[config.mk]
export PLATFORM = sky130hd
export DESIGN_NAME = pipe_ctrl
export DESIGN_NICKNAME = d
export VERILOG_FILES = /design/src/rtl/pipe_ctrl_pkg.sv /design/src/rtl/pipe_ctrl_counter.sv /design/src/rtl/pipe_ctrl.sv
export SDC_FILE = /design/constraint.sdc
export NUM_CORES = 1
export LEC_CHECK = 0
export BUFFER_PORTS_ARGS = -buffer_cell sky130_fd_sc_hd__buf_2
export CAP_MARGIN = 30
export CELL_PAD_IN_SITES_DETAIL_PLACEMENT = 1
export CELL_PAD_IN_SITES_GLOBAL_PLACEMENT = 1
export CORE_UTILIZATION = 37
export CTS_BUF_LIST = sky130_fd_sc_hd__clkbuf_8
export CTS_CLUSTER_DIAMETER = 200
export DETAILED_ROUTE_END_ITERATION = 12
export HOLD_SLACK_MARGIN = 0.08
export MAX_ROUTING_LAYER = met4
export PLACE_DENSITY = 0.76
export SLEW_MARGIN = 20
export SYNTH_ARGS = -nofsm -noshare
export SYNTH_HDL_FRONTEND = slang
export SYNTH_SLANG_ARGS = --single-unit
[constraint.sdc]
create_clock -name clk -period 2.92 [get_ports clk]
set_input_delay 0.584 -clock clk [delete_from_list [all_inputs] [get_ports clk]]
set_output_delay 0.584 -clock clk [all_outputs]
set_load 0.01 [all_outputs]
[src/rtl/pipe_ctrl_pkg.sv]
// pipe_ctrl_pkg: shared constants and types for the pipeline sequencer.
//   Stage index names for the classic 5-stage RV32I pipe, the default
//   counter width, and a stage bit-vector type wide enough for the
//   largest legal pipeline (8 stages).
package pipe_ctrl_pkg;

   localparam int F_STAGE = 0;
   localparam int D_STAGE = 1;
   localparam int E_STAGE = 2;
   localparam int M_STAGE = 3;
   localparam int W_STAGE = 4;

   localparam int CNT_W_DEFAULT = 64;
   localparam int MAX_STAGES    = 8;

   typedef logic [MAX_STAGES-1:0] stage_vec_t;

endpackage

[src/rtl/pipe_ctrl_counter.sv]
// pipe_ctrl_counter: free-running W-bit up-counter, wraps modulo 2^W.
//   clk   - clock
//   reset - synchronous, active-high clear
//   en    - count enable
//   count - current value
module pipe_ctrl_counter
   import pipe_ctrl_pkg::*;
#(
   parameter int W = CNT_W_DEFAULT
) (
   input  logic         clk,
   input  logic         reset,
   input  logic         en,
   output logic [W-1:0] count
);

   always_ff @(posedge clk) begin
      if (reset) begin
         count <= '0;
      end else if (en) begin
         count <= count + W'(1);
      end
   end

endmodule

[src/rtl/pipe_ctrl.sv]
// pipe_ctrl: per-stage valid/enable sequencer and hazard controller for the
// RV32I core, plus the cycle/instret counters read through CSRRS.
//   clk          - clock
//   reset        - synchronous, active-high reset
//   stall_req    - per-stage "cannot complete this cycle"
//   redirect     - branch/jump taken by the instruction in BRANCH_STAGE
//   halt_req     - EBREAK present in HALT_STAGE
//   stage_valid  - stage holds a live instruction (one-hot token in SEQUENTIAL mode)
//   stage_en     - output register of the stage loads this cycle
//   pc_redirect  - fetch PC loads the branch target this cycle
//   halted       - sticky halt, cleared only by reset
//   cycle        - free-running cycle count
//   instret      - retired instruction count
// Optional (macro PIPE_CTRL_PERF_EN):
//   stall_cycles - cycles with a live instruction held by a stall
//   flush_count  - acknowledged redirects
module pipe_ctrl
   import pipe_ctrl_pkg::*;
#(
   parameter int NSTAGES      = 5,
   parameter int BRANCH_STAGE = M_STAGE,
   parameter int HALT_STAGE   = E_STAGE,
   parameter int SEQUENTIAL   = 0,
   parameter int CNT_W        = CNT_W_DEFAULT
) (
   input  logic               clk,
   input  logic               reset,
   input  logic [NSTAGES-1:0] stall_req,
   input  logic               redirect,
   input  logic               halt_req,
   output logic [NSTAGES-1:0] stage_valid,
   output logic [NSTAGES-1:0] stage_en,
   output logic               pc_redirect,
   output logic               halted,
   output logic [CNT_W-1:0]   cycle,
   output logic [CNT_W-1:0]   instret
`ifdef PIPE_CTRL_PERF_EN
  ,output logic [CNT_W-1:0]   stall_cycles,
   output logic [CNT_W-1:0]   flush_count
`endif
);

   logic [NSTAGES-1:0] hold_eff;
   logic [NSTAGES-1:0] halt_block;
   logic [NSTAGES-1:0] valid_nxt;
   logic               halt_ack;
   logic               redirect_ack;
   logic               retire;

   assign halt_ack = halt_req & stage_valid[HALT_STAGE] & ~halted & ~reset;

   // The EBREAK stage and everything younger freeze in the halt cycle;
   // older stages may still drain in that one cycle.
   always_comb begin
      halt_block = '0;
      for (int i = 0; i < NSTAGES; i++) begin
         halt_block[i] = halt_ack && (i <= HALT_STAGE);
      end
   end

   always_comb begin
      hold_eff     = '0;
      stage_en     = '0;
      valid_nxt    = stage_valid;
      redirect_ack = 1'b0;
      retire       = 1'b0;
      if (SEQUENTIAL != 0) begin
         hold_eff = stall_req | halt_block;
         if (!reset && !halted) begin
            stage_en = stage_valid & ~hold_eff;
         end
         redirect_ack = redirect & stage_en[BRANCH_STAGE] & ~halt_ack;
         retire       = stage_en[NSTAGES-1];
         if (|stage_en) begin
            valid_nxt = {stage_valid[NSTAGES-2:0], stage_valid[NSTAGES-1]};
         end
      end else begin
         // A stall holds its own stage and every younger stage behind it.
         hold_eff[NSTAGES-1] = stall_req[NSTAGES-1] | halt_block[NSTAGES-1];
         for (int i = NSTAGES-2; i >= 0; i--) begin
            hold_eff[i] = stall_req[i] | halt_block[i] | hold_eff[i+1];
         end
         if (!reset && !halted) begin
            stage_en = ~hold_eff;
         end
         redirect_ack = redirect & stage_valid[BRANCH_STAGE] & stage_en[BRANCH_STAGE] & ~halt_ack;
         retire       = stage_valid[NSTAGES-1] & stage_en[NSTAGES-1];
         if (!halted) begin
            valid_nxt[0] = 1'b1;
            for (int i = 1; i < NSTAGES; i++) begin
               valid_nxt[i] = hold_eff[i] ? stage_valid[i]
                                          : (stage_valid[i-1] & ~hold_eff[i-1]);
            end
            // Squash the wrong-path instructions behind the taken branch.
            if (redirect_ack) begin
               for (int i = 1; i <= BRANCH_STAGE; i++) begin
                  valid_nxt[i] = 1'b0;
               end
            end
         end
      end
   end

   assign pc_redirect = redirect_ack;

   always_ff @(posedge clk) begin
      if (reset) begin
         stage_valid <= NSTAGES'(1);
         halted      <= 1'b0;
      end else begin
         stage_valid <= valid_nxt;
         halted      <= halted | halt_ack;
      end
   end

   pipe_ctrl_counter #(.W(CNT_W)) u_cycle (
      .clk   (clk),
      .reset (reset),
      .en    (1'b1),
      .count (cycle)
   );

   pipe_ctrl_counter #(.W(CNT_W)) u_instret (
      .clk   (clk),
      .reset (reset),
      .en    (retire),
      .count (instret)
   );

`ifdef PIPE_CTRL_PERF_EN
   logic [NSTAGES-1:0] hold_raw;
   logic               any_stall;

   // Stall accounting uses the stall chain only, not the halt freeze.
   always_comb begin
      hold_raw = '0;
      if (SEQUENTIAL != 0) begin
         hold_raw = stall_req;
      end else begin
         hold_raw[NSTAGES-1] = stall_req[NSTAGES-1];
         for (int i = NSTAGES-2; i >= 0; i--) begin
            hold_raw[i] = stall_req[i] | hold_raw[i+1];
         end
      end
   end

   assign any_stall = (|(hold_raw & stage_valid)) & ~halted;

   pipe_ctrl_counter #(.W(CNT_W)) u_stall_cycles (
      .clk   (clk),
      .reset (reset),
      .en    (any_stall),
      .count (stall_cycles)
   );

   pipe_ctrl_counter #(.W(CNT_W)) u_flush_count (
      .clk   (clk),
      .reset (reset),
      .en    (redirect_ack),
      .count (flush_count)
   );
`endif

endmodule

; ---- After elaboration in Yosys (flattened, before gate mapping)
; Cells that the tools add are included.
[totals]
reg_bits = 133
input_bits = 9
[op_classes]
add_sub_neg = 2
eq_ne = 3
mux = 5
n_bitwise = 27
reduce_logical = 7
[ops]
columns = cell, count
row1 = 64-bit by 1-bit adder with 64-bit output (second input constant), 2
row2 = 1-bit bitwise AND, 10
row3 = 1-bit inverter, 8
row4 = 1-bit OR, 8
row5 = 2-bit AND reduction, 4
row6 = 2-bit != test (second input constant), 3
row7 = 5-bit 2-to-1 mux, 1
row8 = 5-bit inverter, 1
row9 = 1-bit 2-to-1 mux, 3
row10 = 3-bit 2-to-1 mux, 1
row11 = 1-bit zero test, 2
row12 = 1-bit logical AND, 1

; ---- Logic depth before layout (Yosys ltp)
; Gate-level depths: netlist of the first run.
[logic_depth]
word_depth = 13
mapped_depth = 9
ltp_nobuf = 6

; ---- Hierarchy
; Synthesis of the first run repeated with hierarchy kept, for this count alone.
[unflattened]
cells_unflattened = 732
area_unflattened_um2 = 6384.9
[modules_own_cells]
columns = module, n_inst, cells_per_inst, area_per_inst_um2
row1 = pipe_ctrl_counter, 2, 347, 3027.9
row2 = pipe_ctrl, 1, 38, 329.1

; ---- Least setup slack after synthesis of the first run
; No wires, ideal clock.
[synth_timing]
path_type = input to register
startpoint = in stall_req[4]
endpoint = reg u_instret.count[48]
setup_ns = 0.070
arrival_ns = 2.797
t_required_ns = 2.850
setup_slack_ns = 0.053
stages = 8
path_cell_list = buf_6 -> or4b_4 -> buf_6 -> or3_4 -> buf_6 -> or3_1 -> or4_1 -> a21oi_1
[synth_via]
elab_chain_len = 3
[synth_rtl]
columns = item, line
row1 = "start, declared", pipe_ctrl.sv:28  ; input logic [NSTAGES-1:0] stall_req,
row2 = 5-bit inverter, pipe_ctrl.sv:84  ; stage_en = ~hold_eff;
row3 = 5-bit 2-to-1 mux, pipe_ctrl.sv:83  ; if (!reset && !halted) begin
row4 = 1-bit bitwise AND, pipe_ctrl.sv:87  ; retire = stage_valid[NSTAGES-1] & stage_en[NSTAGES-1];
row5 = "end signal, assigned", pipe_ctrl_counter.sv:21  ; count <= count + W'(1);
row6 = "end, declared", pipe_ctrl_counter.sv:14  ; output logic [W-1:0] count
; Every way passes these cells.
; A chain may end at the register's enable or synchronous reset.

; ---- Final worst setup path of the first run
[layout_timing]
startpoint = reg u_cycle.count[0]
endpoint = reg u_cycle.count[58]
[layout_via]
elab_chain_len = 1
[layout_rtl]
columns = item, line
row1 = "start, declared", pipe_ctrl_counter.sv:14
row2 = "start signal, assigned", pipe_ctrl_counter.sv:21
row3 = 64-bit by 1-bit adder with 64-bit output, pipe_ctrl_counter.sv:21
; Every way passes these cells.

==> impl_results.md, run 1 <==
* Area after DPL at approximately 7300 µm²
* Clock buffers created by TritonCTS at 17
* Core utilization of the finished layout at a little under half
* Accumulated negative setup slack at 0 ns
* Average wire length per cell after detail routing at approximately 16 µm
* Sequential element share of the synthesized area at 42.8%
* Hold buffers post-CTS at 0
* Gate count of the mapped netlist at between 700 and 800
* Detailed-route via count at about 6300
* Placed Cells incl. Taps at roughly 1100
* Final wirelength at 18.7 mm
* Global-route wire length before repair at 31.5 mm
* Area growth from synthesis to layout at 24.9%
* Setup repair after global routing missed its margin: false
* Vias in the first global route at roughly 6200
* Setup WS pre-CTS at roughly 0.11 ns
* Share of cells above drive strength 1 at between 20% and 30%
* Synth unique cells at 37
* Minimum clock period at around 2.6 ns
* Maximum frequency from static timing analysis at just under 400 MHz
* Met3 demand-to-capacity share in global routing at 3.94%
* Total power at 3.74 mW
* Hold Crit Depth at 3
* Worst Reg-to-Reg Cells at 6
* Critical Path, Cell by Cell: ha_1 > nand3_1 > nor3_1 > nand4_1 > or3_1 > a21oi_1
* Antenna cells at 0
* Area taken by multi-input logic gates at 3350 µm²
* Arrival time of data at the critical path endpoint at approximately 3 ns
* Minimum setup slack in the final design at 0.324 ns
* Peak per-stage delay on the critical path at about 0.56 ns
* Least-Margin Pin Slew at between 0.8 and 0.9 ns
* Cell with the biggest individual delay on the critical path: sky130_fd_sc_hd__nor3_1
* Leakage component of the power at between 2 and 3 nW
* Iteration-0 DRC count of the detailed router at about 280
* Routability Congestion at 0.802
* Run status: finished, final reports clean
* EDFF count, synth at 0
* Path category of the worst min-delay check: input port to flop
* Number of register bits inferred by synthesis at between 100 and 150
* Endpoints failing hold at 0
* Setup CP Type: flop to flop
* Maximum net fanout on the critical path at 10
* Largest net degree at the start of global routing at 82
* Number of placement rows at 47
* H-tree depth at 4
* Core area at 16500 µm²
* Final slew viol count at 0
* # setup viols final at 0
* Met1 Use GR at ~28%
* Final design area excluding fillers at 7760 µm²
* Full die area at approximately 17000 µm²
* Residual antenna-violating net count after detailed routing at 0
* Clock slew at reported path FFs at about 0.07 ns
* Peak supply drop at 0.255 mV
* Final worst path period share at approximately nine tenths
* Post-CTS Repair Setup Buffers at 0
* Net count after synthesis at 773
* Worst Hold Launch: halt_req
* Max-cap violation count at 0
* Clock insertion delay at the later pin of the skew report at between 0.4 and 0.5 ns
* Grt total ovfl at 0
* Cell area after synthesis at 6220 µm²
* Combined flip-flop and latch cell area at between 2000 and 3000 µm²
* Clock tree root buffer cell: sky130_fd_sc_hd__clkbuf_8
* Routing layer with the top usage in global route: met2
* GRT Total Usage at between 20% and 30%
* DPL Wire Length at around 13 mm
* Maximum clock skew at final layout at around 0.0086 ns
* CTS max path bufs at 2
* Slew headroom at 41.8%
* Vias per std cell at 5.44
* Setup crit end kind: flop
* Asr flop ratio synth at 0%
* Post-synthesis average cell area at between 8 and 9 µm²
* Flip-flop cell with the highest count after synthesis: sky130_fd_sc_hd__dfxtp_1
* Number of clock sinks seen by CTS at approximately 130
* Horizontal die dimension at about 130 µm
* Number of iterations in the first detailed-routing pass at 4
* Final-layout worst hold slack at 0.395 ns
* Number of port buffers at 147
* Effective utilization at floorplan at a little under two fifths
* Source of the critical timing path: u_cycle.count[0]
* Layout Nets at between 900 and 1000
* Kind of start point of the critical path: flop
* I/O pin count at between 100 and 150
* Total of fill cells in the finished design at about 2100
* Reg-to-reg critical path startpoint: u_cycle.count[0]
* Height of the die at roughly 130 µm
* Gates resized, CTS repair at 0
* Met2 Resource Use GR at a little under two fifths
* Number of antenna violations at the first check in global routing at 0
* CTS tree: built
* Yosys warning count at 0
* Worst Path Required at about 3.3 ns
* Ratio of total power to cell area at 482 nW/µm²
* Number of standard cells in the layout, taps in and fillers out at 1157
* DRC errors left at 0
critical path, delay by kind of cell (launching register included):
family | cells | cell delay, ns
AOI/OAI and AO/OA | 1 | 0.15
and+or+nand+nor | 4 | 1.74
adders and majority gates | 1 | 0.22
DFF | 1 | 0.41
cell families (layout without fill, tap and decap cells):
logic type | after synthesis | count (layout) | synth area share (%)
compound gates | 130 | 130 | 11.3
xor+xnor | 65 | 65 | 9.15
other cells | 1 | 1 | 0.0603
buf+inv | 47 | 222 | 3.32
simple gates | 384 | 384 | 33.0
fa+ha+maj | 2 | 2 | 0.402
flops | 133 | 133 | 42.8
cell type report:
cell class,instances,share of cell area [%]
Clock buffer,19,3.37
Clock inverter,13,2.72
Inverter,15,0.725
Multi-Input combinational cell,582,43.1
Sequential cell,133,34.3
Tap cell,220,3.54
Timing Repair Buffer,175,12.2
metal layers:
layer	up-vias	share of wire [%]
met5	-	0
met4	0	1.3
met3	19	3.2
met2	108	48
met1	3075	47
li1	3095	-
synth_stat cells, types with 7 or more instances:
library cell,number,area share (%)
sky130_fd_sc_hd__dfxtp_1,133,43
sky130_fd_sc_hd__nor2_1,88,5.3
sky130_fd_sc_hd__a21oi_1,63,5.1
sky130_fd_sc_hd__nand2_1,53,3.2
sky130_fd_sc_hd__o21ai_0,49,3.9
sky130_fd_sc_hd__nand3_1,48,3.9
sky130_fd_sc_hd__or3_1,48,4.8
sky130_fd_sc_hd__nand4_1,44,4.4
sky130_fd_sc_hd__xnor2_1,42,5.9
sky130_fd_sc_hd__clkbuf_1,25,1.5
sky130_fd_sc_hd__nor4_1,25,2.5
sky130_fd_sc_hd__xor2_1,23,3.2
sky130_fd_sc_hd__nor3_1,21,1.7
sky130_fd_sc_hd__or4_1,18,2.2
sky130_fd_sc_hd__inv_1,15,0.91
sky130_fd_sc_hd__o31ai_1,13,1.6
sky130_fd_sc_hd__and3_1,9,0.91
sky130_fd_sc_hd__and4_1,7,0.99
cells in the final DEF, fill, tap and decap left out:
master	Yosys	routed
sky130_fd_sc_hd__a211oi_1	1	1
sky130_fd_sc_hd__a21oi_1	63	63
sky130_fd_sc_hd__and2_1	2	2
sky130_fd_sc_hd__and3_1	9	9
sky130_fd_sc_hd__and4_1	7	7
sky130_fd_sc_hd__buf_2	0	146
sky130_fd_sc_hd__buf_4	2	29
sky130_fd_sc_hd__bufinv_16	0	6
sky130_fd_sc_hd__clkbuf_8	0	19
sky130_fd_sc_hd__clkinv_2	0	4
sky130_fd_sc_hd__conb_1	1	1
sky130_fd_sc_hd__dfxtp_1	133	133
sky130_fd_sc_hd__ha_1	2	2
sky130_fd_sc_hd__inv_1	15	18
sky130_fd_sc_hd__nand2_1	53	53
sky130_fd_sc_hd__nand2b_1	1	1
sky130_fd_sc_hd__nand3_1	48	48
sky130_fd_sc_hd__nand4_1	44	44
sky130_fd_sc_hd__nand4b_1	1	1
sky130_fd_sc_hd__nor2_1	88	88
sky130_fd_sc_hd__nor2b_1	3	3
sky130_fd_sc_hd__nor3_1	21	21
sky130_fd_sc_hd__nor4_1	25	25
sky130_fd_sc_hd__nor4_2	1	1
sky130_fd_sc_hd__nor4b_1	4	4
sky130_fd_sc_hd__o21ai_0	49	49
sky130_fd_sc_hd__o31a_1	1	1
sky130_fd_sc_hd__o31ai_1	13	13
sky130_fd_sc_hd__o41ai_1	3	3
sky130_fd_sc_hd__or2_2	4	4
sky130_fd_sc_hd__or3_1	48	48
sky130_fd_sc_hd__or3_2	1	1
sky130_fd_sc_hd__or3_4	1	1
sky130_fd_sc_hd__or4_1	18	18
sky130_fd_sc_hd__or4b_2	4	4
sky130_fd_sc_hd__or4b_4	1	1
sky130_fd_sc_hd__xnor2_1	42	42
sky130_fd_sc_hd__xor2_1	23	23
flip-flops by register name, indices dropped and copies added (netlist names):
name / count
stage_valid: 4
u_cycle.count: 64
u_instret.count: 64
halted: 1
report_power, final:
part	internal [mW]	total [mW]	switching, mW	leakage, nW
Combinational	0.0165	0.0633	0.0467	1.51
Clock	1.13	1.86	0.724	0.253
Sequential	1.82	1.82	0.00441	1.07
final timing paths:
kind | endpoint | slack, ns
worst max-delay path | u_cycle.count[58] | 0.32
worst max register to register | u_cycle.count[58] | 0.32
worst min register to register | u_instret.count[63] | 0.49
worst min-delay path | halted | 0.40
(Power assumes the default switching activity.)
==> inputs of run 2 (changes only) <==
- PLACE_DENSITY: 0.76 -> 0.75
- SYNTH_HIERARCHICAL: unset -> 1
==> run 2 against run 1 <==
  * Design area is 0.27% higher
  * Sequential share of layout area is 0.094 points lower
  * Synthesized cell count is 3.9% lower
  * Via count is 3.4% lower
  * Largest cell class unchanged
  * First-iteration DRC count is 4.7% lower
  * Non-clock buffer count is 11 lower
  * Clock skew is 0.0058 ns higher
  * Sequential cell count stayed put
  * Count of clock-buffer cells in the layout is 1 lower
==> impl_results.md, run 2 <==
* Routability Congestion at 0.806 (+0.41%)
* Number of port buffers at 147 (unchanged)
* Most frequent standard cell in the layout excluding fill and tap cells: sky130_fd_sc_hd__buf_2
* Endpoints failing hold at 0 (unchanged)
* Core area at 16700 µm² (+1.1%)
* Final slew viol count at 0 (unchanged)
* Number of gates on the worst path with buffers counted at 7 (+1)
* Area taken by multi-input logic gates at 3540 µm² (+5.8%)
* Clock slew at reported path FFs at 0.08 ns (about the same)
* Peak per-stage delay on the critical path at 0.39 ns (-0.17 ns)
* Max-cap violation count at 0 (unchanged)
* Antenna cells at 0 (unchanged)
* I/O pin count at 149 (unchanged)
* Worst Reg-to-Reg Cells at 7 (+1)
* Number of iterations in the first detailed-routing pass at 4 (unchanged)
* DRC errors left at 0 (unchanged)
* Accumulated negative setup slack at 0 ns (unchanged)
* Most used standard cells in the synthesized netlist: sky130_fd_sc_hd__dfxtp_1, sky130_fd_sc_hd__nor2_1, sky130_fd_sc_hd__nand4_1, sky130_fd_sc_hd__a21oi_1, sky130_fd_sc_hd__xor2_1
* Yosys warning count at 6 (+6)
* Critical Path, Cell by Cell: nor3_1 > and2_1 > nand4_2 > nor3_2 > nand3_2 > nor4_1 > mux2_2
* Cell with the biggest individual delay on the critical path: sky130_fd_sc_hd__dfxtp_1
* Share of cells above drive strength 1 at 25.1% (+2.1 points)
* Total of fill cells in the finished design at 2043 (-0.73%)
* Final wirelength at 18.0 mm (-3.4%)
* Residual antenna-violating net count after detailed routing at 0 (unchanged)
* Clock buffers created by TritonCTS at 17 (unchanged)
* Asr flop ratio synth at 0% (unchanged)
* Path category of the worst min-delay check: input port to flop
* Post-synthesis average cell area at 8.72 µm² (+6.9%)
* Worst-case register-to-register setup slack at 0.51 ns (+0.19 ns)
* Top Registers: u_cycle/count x64, u_instret/count x64, stage_valid x4
* Full die area at 17800 µm² (+2.6%)
* Iteration-0 DRC count of the detailed router at 266 (-4.7%)
* Maximum clock skew at final layout at 0.0144 ns (+0.00578 ns)
* Most frequent cells in the layout: sky130_fd_sc_hd__buf_2, sky130_fd_sc_hd__dfxtp_1, sky130_fd_sc_hd__nor2_1
* Run status: finished, final reports clean
* Slew headroom at 47.1% (+5.2 points)
* Number of buffers and inverters on the critical path at 0 (unchanged)
* Most frequent cell after synthesis: sky130_fd_sc_hd__dfxtp_1
* Setup WS pre-CTS at 0.171 ns (+0.0586 ns)
* H-tree depth at 4 (unchanged)
* Number of register bits inferred by synthesis at 133 (unchanged)
* Ratio of total power to cell area at 434 nW/µm² (-10%)
* Hold buffers post-CTS at 0 (unchanged)
* Maximum frequency from static timing analysis at 415 MHz (+7.8%)
* Number of standard cells in the layout, taps in and fillers out at 1127 (-2.6%)
* Synth area leaders: sky130_fd_sc_hd__dfxtp_1, sky130_fd_sc_hd__xor2_1, sky130_fd_sc_hd__nand4_1, sky130_fd_sc_hd__nor2_1, sky130_fd_sc_hd__a21oi_1
* Number of antenna violations at the first check in global routing at 0 (unchanged)
* # setup viols final at 0 (unchanged)
* GRT Total Usage at 21.3% (-1.5 points)
* Placed Cells incl. Taps at 1095 (-2.7%)
* Worst Path Required at 3.26 ns (-0.03 ns)
* Leakage component of the power at 3.18 nW (+12%)
* Final worst path period share at 82.5% (-6.4 points)
* Post-CTS Repair Setup Buffers at 0 (unchanged)
* Proportion of netlist area held by the largest area contributor at 41.7% (-1.1 points)
* Reg-to-reg critical path startpoint: halted
* Arrival time of data at the critical path endpoint at 2.75 ns (-0.21 ns)
* Gate count of the mapped netlist at 732 (-3.9%)
* Vias in the first global route at 5878 (-5.0%)
* Minimum clock period at 2.41 ns (-0.188 ns)
* Detailed-route via count at 6085 (-3.4%)
* Top cell family by delay on the critical path: simple AND/OR/NAND/NOR gates
* Combined flip-flop and latch cell area at 2660 µm² (unchanged)
* Worst reg2reg path endpoint: u_instret/count[63]
* Gates resized, CTS repair at 0 (unchanged)
* Vias per std cell at 5.40 (-0.79%)
* CTS max path bufs at 2 (unchanged)
* Peak supply drop at 0.247 mV (-3.2%)
* Synth unique cells at 47 (+27%)
* Hold Crit Depth at 2 (-1)
* Height of the die at 133 µm (+1.3%)
* Maximum net fanout on the critical path at 16 (+6)
* Minimum setup slack in the final design at 0.511 ns (+0.188 ns)
* Clock insertion delay at the later pin of the skew report at 0.45 ns (about the same)
* EDFF count, synth at 0 (unchanged)
* Horizontal die dimension at 133 µm (+1.3%)
* Largest net degree at the start of global routing at 70 (-15%)
* Number of clock sinks seen by CTS at 133 (unchanged)
* Effective utilization at floorplan at 38.2% (+0.60 points)
* CTS tree: built
* Clock tree root buffer cell: sky130_fd_sc_hd__clkbuf_8
* DPL Wire Length at 13.0 mm (-2.8%)
* Flip-flop cell with the highest count after synthesis: sky130_fd_sc_hd__dfxtp_1
* Source of the critical timing path: halted
* Grt total ovfl at 0 (unchanged)
* Layout Nets at 905 (-3.2%)
* Setup repair after global routing missed its margin: false
* Global-route wire length before repair at 29.7 mm (-5.5%)
* Average wire length per cell after detail routing at 16.0 µm (-0.87%)
* Setup crit end kind: flop
* End point of the critical path: u_instret/count[63]
* Sequential element share of the synthesized area at 41.7% (-1.1 points)
* Setup CP Type: flop to flop
* Kind of start point of the critical path: flop
* Cell area after synthesis at 6380 µm² (+2.7%)
* Core utilization of the finished layout at 46.6% (-0.37 points)
* Total power at 3.38 mW (-9.7%)
* Area growth from synthesis to layout at 21.9%
* Least-Margin Pin Slew at 0.787 ns (-0.0854 ns)
* Number of placement rows at 47 (unchanged)
* Yosys top cell by area: sky130_fd_sc_hd__dfxtp_1
run 2: cell types whose count changed in the layout (fill, tap and decap cells not counted), moves of 6 or more:
cell | before | now
sky130_fd_sc_hd__a21oi_1 | 63 | 52
sky130_fd_sc_hd__and4_1 | 7 | 1
sky130_fd_sc_hd__buf_4 | 29 | 18
sky130_fd_sc_hd__nand2_1 | 53 | 36
sky130_fd_sc_hd__nand3_1 | 48 | 40
sky130_fd_sc_hd__nand4_1 | 44 | 57
sky130_fd_sc_hd__nand4_2 | 0 | 10
sky130_fd_sc_hd__nor3_1 | 21 | 6
sky130_fd_sc_hd__nor4_1 | 25 | 17
sky130_fd_sc_hd__nor4_4 | 0 | 6
sky130_fd_sc_hd__o21ai_0 | 49 | 37
sky130_fd_sc_hd__or3_1 | 48 | 38
sky130_fd_sc_hd__xnor2_1 | 42 | 24
sky130_fd_sc_hd__xor2_1 | 23 | 50
run 2: through the flow:
| step | area (µm²) | hold slack (ns) |
|---|---|---|
| after global routing | 7790 | 0.364 |
| final | 7790 | 0.385 |
| after detailed placement | 7420 | 0.495 |
| after global placement | 7420 | 0.486 |
| after floorplan | 6400 | 0.499 |
| after CTS | 7790 | 0.360 |
run 2: power breakdown:
group / leakage [nW] / internal (mW) / switching [mW] / total, mW
logic: 1.90 / 0.0190 / 0.0496 / 0.0686
clock network: 0.207 / 0.759 / 0.729 / 1.49
registers: 1.07 / 1.82 / 0.00467 / 1.82
run 2: routing by layer:
layer,wire (µm),track usage (%),up-vias
met5,0,-,-
li1,-,-,2976
met2,8610,33.7,133
met4,240,7.64,0
met1,8460,26.6,2957
met3,696,4.53,19
run 2: worst min-delay path by stage:
| stage | start | end | slack, ns |
|---|---|---|---|
| global route | reset | u_instret/count[15] | 0.36 |
| detailed placement | u_cycle/count[59] | u_cycle/count[59] | 0.49 |
| global placement | u_instret/count[55] | u_instret/count[55] | 0.49 |
| floorplan | stage_valid[4] | stage_valid[4] | 0.50 |
| CTS | reset | stage_valid[4] | 0.36 |
| finish | reset | stage_valid[4] | 0.39 |
run 2: cell type report:
class / instances / area share, %
inverters: 19 / 0.916
flip-flops and latches: 133 / 34.2
repair buffers: 164 / 11.1
multi-input cells: 559 / 45.5
clock buffers: 18 / 3.18
clock inverters: 14 / 1.56
well taps: 220 / 3.54
run 2: kinds of logic (layout without fill, tap and decap cells):
group / after synthesis / in the layout / share of synthesized area [%]
xor+xnor: 74 / 74 / 10.2
flops: 133 / 133 / 41.7
other cells: 1 / 6 / 0.0587
compound gates: 108 / 108 / 9.25
simple gates: 365 / 365 / 34.7
buf+inv: 45 / 215 / 3.12
fa+ha+maj: 2 / 2 / 0.392
mux: 4 / 4 / 0.666
run 2: worst register-to-register path, stage by stage, from the launching register on:
cell,delay [ns]
sky130_fd_sc_hd__dfxtp_1,0.39
sky130_fd_sc_hd__nor3_1,0.23
sky130_fd_sc_hd__and2_1,0.27
sky130_fd_sc_hd__nand4_2,0.15
sky130_fd_sc_hd__nor3_2,0.23
sky130_fd_sc_hd__nand3_2,0.29
sky130_fd_sc_hd__nor4_1,0.38
sky130_fd_sc_hd__mux2_2,0.37
==> inputs of run 3 (changes only) <==
- ABC_AREA: unset -> 1
- CORE_UTILIZATION: 37 -> 40
- PLACE_DENSITY: 0.75 -> 0.8
- clock period: 2.92 -> 2.5 ns (I/O delays scaled with it)
==> run 3 against run 2 <==
  * Design area increased by 22%
  * Non-clock buffer count is 11 lower
  * Sequential cell count unchanged
  * Critical endpoint is now stage_en[0]
  * Utilization up 1.8 points
  * Combinational power grew 100%
  * Critical path depth stayed put
  * Sequential power is 17% higher
  * Routed wire length grew 49%
==> impl_results.md, run 3 <==
* Global-route wire length before repair at 43.7 mm (+47%)
* Most frequent standard cell in the layout excluding fill and tap cells: sky130_fd_sc_hd__nand2_1
* Number of clock sinks seen by CTS at 133 (unchanged)
* Synth area leaders: sky130_fd_sc_hd__dfxtp_1, sky130_fd_sc_hd__nand2_1, sky130_fd_sc_hd__nor2_1, sky130_fd_sc_hd__inv_1, sky130_fd_sc_hd__nand3_1
* Most frequent cells in the layout: sky130_fd_sc_hd__nand2_1, sky130_fd_sc_hd__nor2_1, sky130_fd_sc_hd__buf_2
* Peak supply drop at 0.346 mV (+40%)
* Post-CTS Repair Setup Buffers at 0 (unchanged)
* Number of placement rows at 51 (+8.5%)
* Final worst path period share at around 80%
* Grt total ovfl at 0 (unchanged)
* Kind of start point of the critical path: flop
* Top Registers: u_cycle/count x64, u_instret/count x64, stage_valid x4
* Accumulated negative setup slack at 0 ns (unchanged)
* Setup CP Type: flop to output pin
* Most frequent cell after synthesis: sky130_fd_sc_hd__nand2_1
* Arrival time of data at the critical path endpoint at 1.54 ns (-1.21 ns)
* Detailed-route via count at 8803 (+45%)
* Largest net degree at the start of global routing at 43 (-39%)
* Sequential element share of the synthesized area at 33.2% (-8.5 points)
* Reg-to-reg critical path startpoint: u_instret/count[0]
* Core utilization of the finished layout at 48.4% (+1.8 points)
* Layout Nets at 1459 (+61%)
* Vias in the first global route at 8820 (+50%)
* Max-cap violation count at 0 (unchanged)
* Flip-flop cell with the highest count after synthesis: sky130_fd_sc_hd__dfxtp_1
* Number of iterations in the first detailed-routing pass at 5 (+1)
* Worst Reg-to-Reg Cells at 10 (+3)
* H-tree depth at 4 (unchanged)
* Total of fill cells in the finished design at 2761 (+35%)
* Clock buffers created by TritonCTS at 17 (unchanged)
* Iteration-0 DRC count of the detailed router at 342 (+29%)
* Horizontal die dimension at 144 µm (+7.7%)
* Worst-case register-to-register setup slack at 0.55 ns (+0.04 ns)
* Leakage component of the power at 4.13 nW (+30%)
* Minimum clock period at roughly 2.0 ns
* Antenna cells at 0 (unchanged)
* Most used standard cells in the synthesized netlist: sky130_fd_sc_hd__nand2_1, sky130_fd_sc_hd__nor2_1, sky130_fd_sc_hd__dfxtp_1, sky130_fd_sc_hd__inv_1, sky130_fd_sc_hd__nand3_1
* Clock tree root buffer cell: sky130_fd_sc_hd__clkbuf_8
* Height of the die at 144 µm (+7.7%)
* Number of register bits inferred by synthesis at 133 (unchanged)
* Setup repair after global routing missed its margin: false
* Share of cells above drive strength 1 at 19.4% (-5.7 points)
* Cell area after synthesis at 8030 µm² (+26%)
* Asr flop ratio synth at 0% (unchanged)
* Worst reg2reg path endpoint: u_instret/count[52]
* Run status: finished, final reports clean
* Ratio of total power to cell area at 440 nW/µm² (+1.5%)
* Final slew viol count at 0 (unchanged)
* Post-synthesis average cell area at 6.21 µm² (-29%)
* Maximum clock skew at final layout at 0.0137 ns (-0.000710 ns)
* Path category of the worst min-delay check: input port to flop
* CTS tree: built
* Vias per std cell at 5.10 (-5.5%)
* GRT Total Usage at 28.0% (+6.8 points)
* Maximum frequency from static timing analysis at approximately 490 MHz
* Clock slew at reported path FFs at 0.07 ns (about the same)
* Endpoint of the worst hold-timing path: halted
* EDFF count, synth at 0 (unchanged)
* Effective utilization at floorplan at 41.0% (+2.7 points)
* Hold buffers post-CTS at 0 (unchanged)
* Yosys top cell by area: sky130_fd_sc_hd__dfxtp_1
* Source of the critical timing path: halted
* Residual antenna-violating net count after detailed routing at 0 (unchanged)
* CTS max path bufs at 2 (unchanged)
* # setup viols final at 0 (unchanged)
* Worst Path Required at 2.00 ns (-1.26 ns)
* Final wirelength at 26.9 mm (+49%)
* Hold Crit Depth at 3 (+1)
* Routability Congestion at 0.949 (+18%)
* Number of port buffers at 147 (unchanged)
* DPL Wire Length at 21.0 mm (+62%)
* Gates resized, CTS repair at 0 (unchanged)
* Proportion of netlist area held by the largest area contributor at 33.2% (-8.5 points)
* Area after DPL at 9070 µm² (+22%)
* Core area at 19600 µm² (+17%)
* Area growth from synthesis to layout at 18.1%
* Worst Hold Launch: halt_req
* Endpoints failing hold at 0 (unchanged)
* Average wire length per cell after detail routing at 15.6 µm (-2.6%)
* I/O pin count at 149 (unchanged)
* Number of antenna violations at the first check in global routing at 0 (unchanged)
* Full die area at 20600 µm² (+16%)
* Synth unique cells at 33 (-30%)
* Yosys warning count at 6 (unchanged)
* Gate count of the mapped netlist at 1292 (+77%)
* Setup crit end kind: output pin
* Final design area excluding fillers at 9480 µm² (+22%)
* DRC errors left at 0 (unchanged)
* Maximum net fanout on the critical path at 5 (-11)
* Clock insertion delay at the later pin of the skew report at 0.45 ns (about the same)
run 3: cell count changes in the layout (fill, tap and decap cells not counted), sizes merged, moves of 15 or more:
| cell | delta |
|---|---|
| o31ai | -15 |
| nand4 | -49 |
| nand3 | +51 |
| xor2 | -30 |
| inv | +116 |
| xnor2 | -16 |
| or3 | -38 |
| nand2 | +336 |
| nor4 | -23 |
| nor2 | +261 |
run 3: power by group:
group | internal, mW | total, mW | switching [mW]
combinational | 0.0422 | 0.138 | 0.0959
sequential | 2.12 | 2.13 | 0.00851
clock | 1.02 | 1.90 | 0.885
run 3: per-stage QoR:
stage                     power (mW)  cells  worst slack (ns)  hold WS, ns
after global placement          2.31   1694             0.453        0.472
final                           4.17   1726             0.456        0.371
after detailed placement        2.32   1694             0.410        0.485
after CTS                       4.22   1726             0.403        0.338
after floorplan                 2.27   1293             0.726        0.496
after global routing            4.34   1726             0.275        0.364
run 3: worst max-delay path: stages, from the launching register on:
cell and delay (ns):
sky130_fd_sc_hd__dfxtp_1 0.41, sky130_fd_sc_hd__nor2_1 0.08, sky130_fd_sc_hd__nand2_1 0.12, sky130_fd_sc_hd__nand2_1 0.11, sky130_fd_sc_hd__nor2_2 0.10, sky130_fd_sc_hd__nand2_1 0.07, sky130_fd_sc_hd__nor2_1 0.08, sky130_fd_sc_hd__buf_2 0.13
run 3: cell type report:
cell class                      count  area [µm²]  area share, %
Clock buffer                       19         262           2.76
Clock inverter                     13         141           1.49
Inverter                          135         507           5.35
Multi-Input combinational cell   1008        4770           50.3
Sequential cell                   133        2660           28.1
Tap cell                          265         332           3.50
Timing Repair Buffer              153         806           8.50
run 3: cells by family after synthesis:
logic type / count (synthesis) / share of synthesized area [%]
XOR/XNOR: 28 / 3.06
buffers and inverters: 152 / 7.47
flip-flops: 133 / 33.2
AO/OA/AOI/OAI: 103 / 6.83
other: 1 / 0.0467
AND/OR/NAND/NOR: 873 / 49.1
adder cells (fa/ha/maj): 2 / 0.312
run 3: worst max-delay path by stage:
stage	endpoint	slack [ns]	depth (start not counted)
after global routing	stage_en[0]	0.28	7
after floorplan	u_instret/count[63]	0.73	9
after global placement	u_instret/count[63]	0.45	10
after CTS	stage_en[0]	0.40	7
final	stage_en[0]	0.46	7
after detailed placement	u_instret/count[63]	0.41	10
run 3: metal layers:
layer / share of wire (%) / global-route usage [%]
met4: 2.7 / 10.2
met1: 44 / 32.4
met3: 3.3 / 4.20
met5: 0 / -
met2: 50 / 48.9
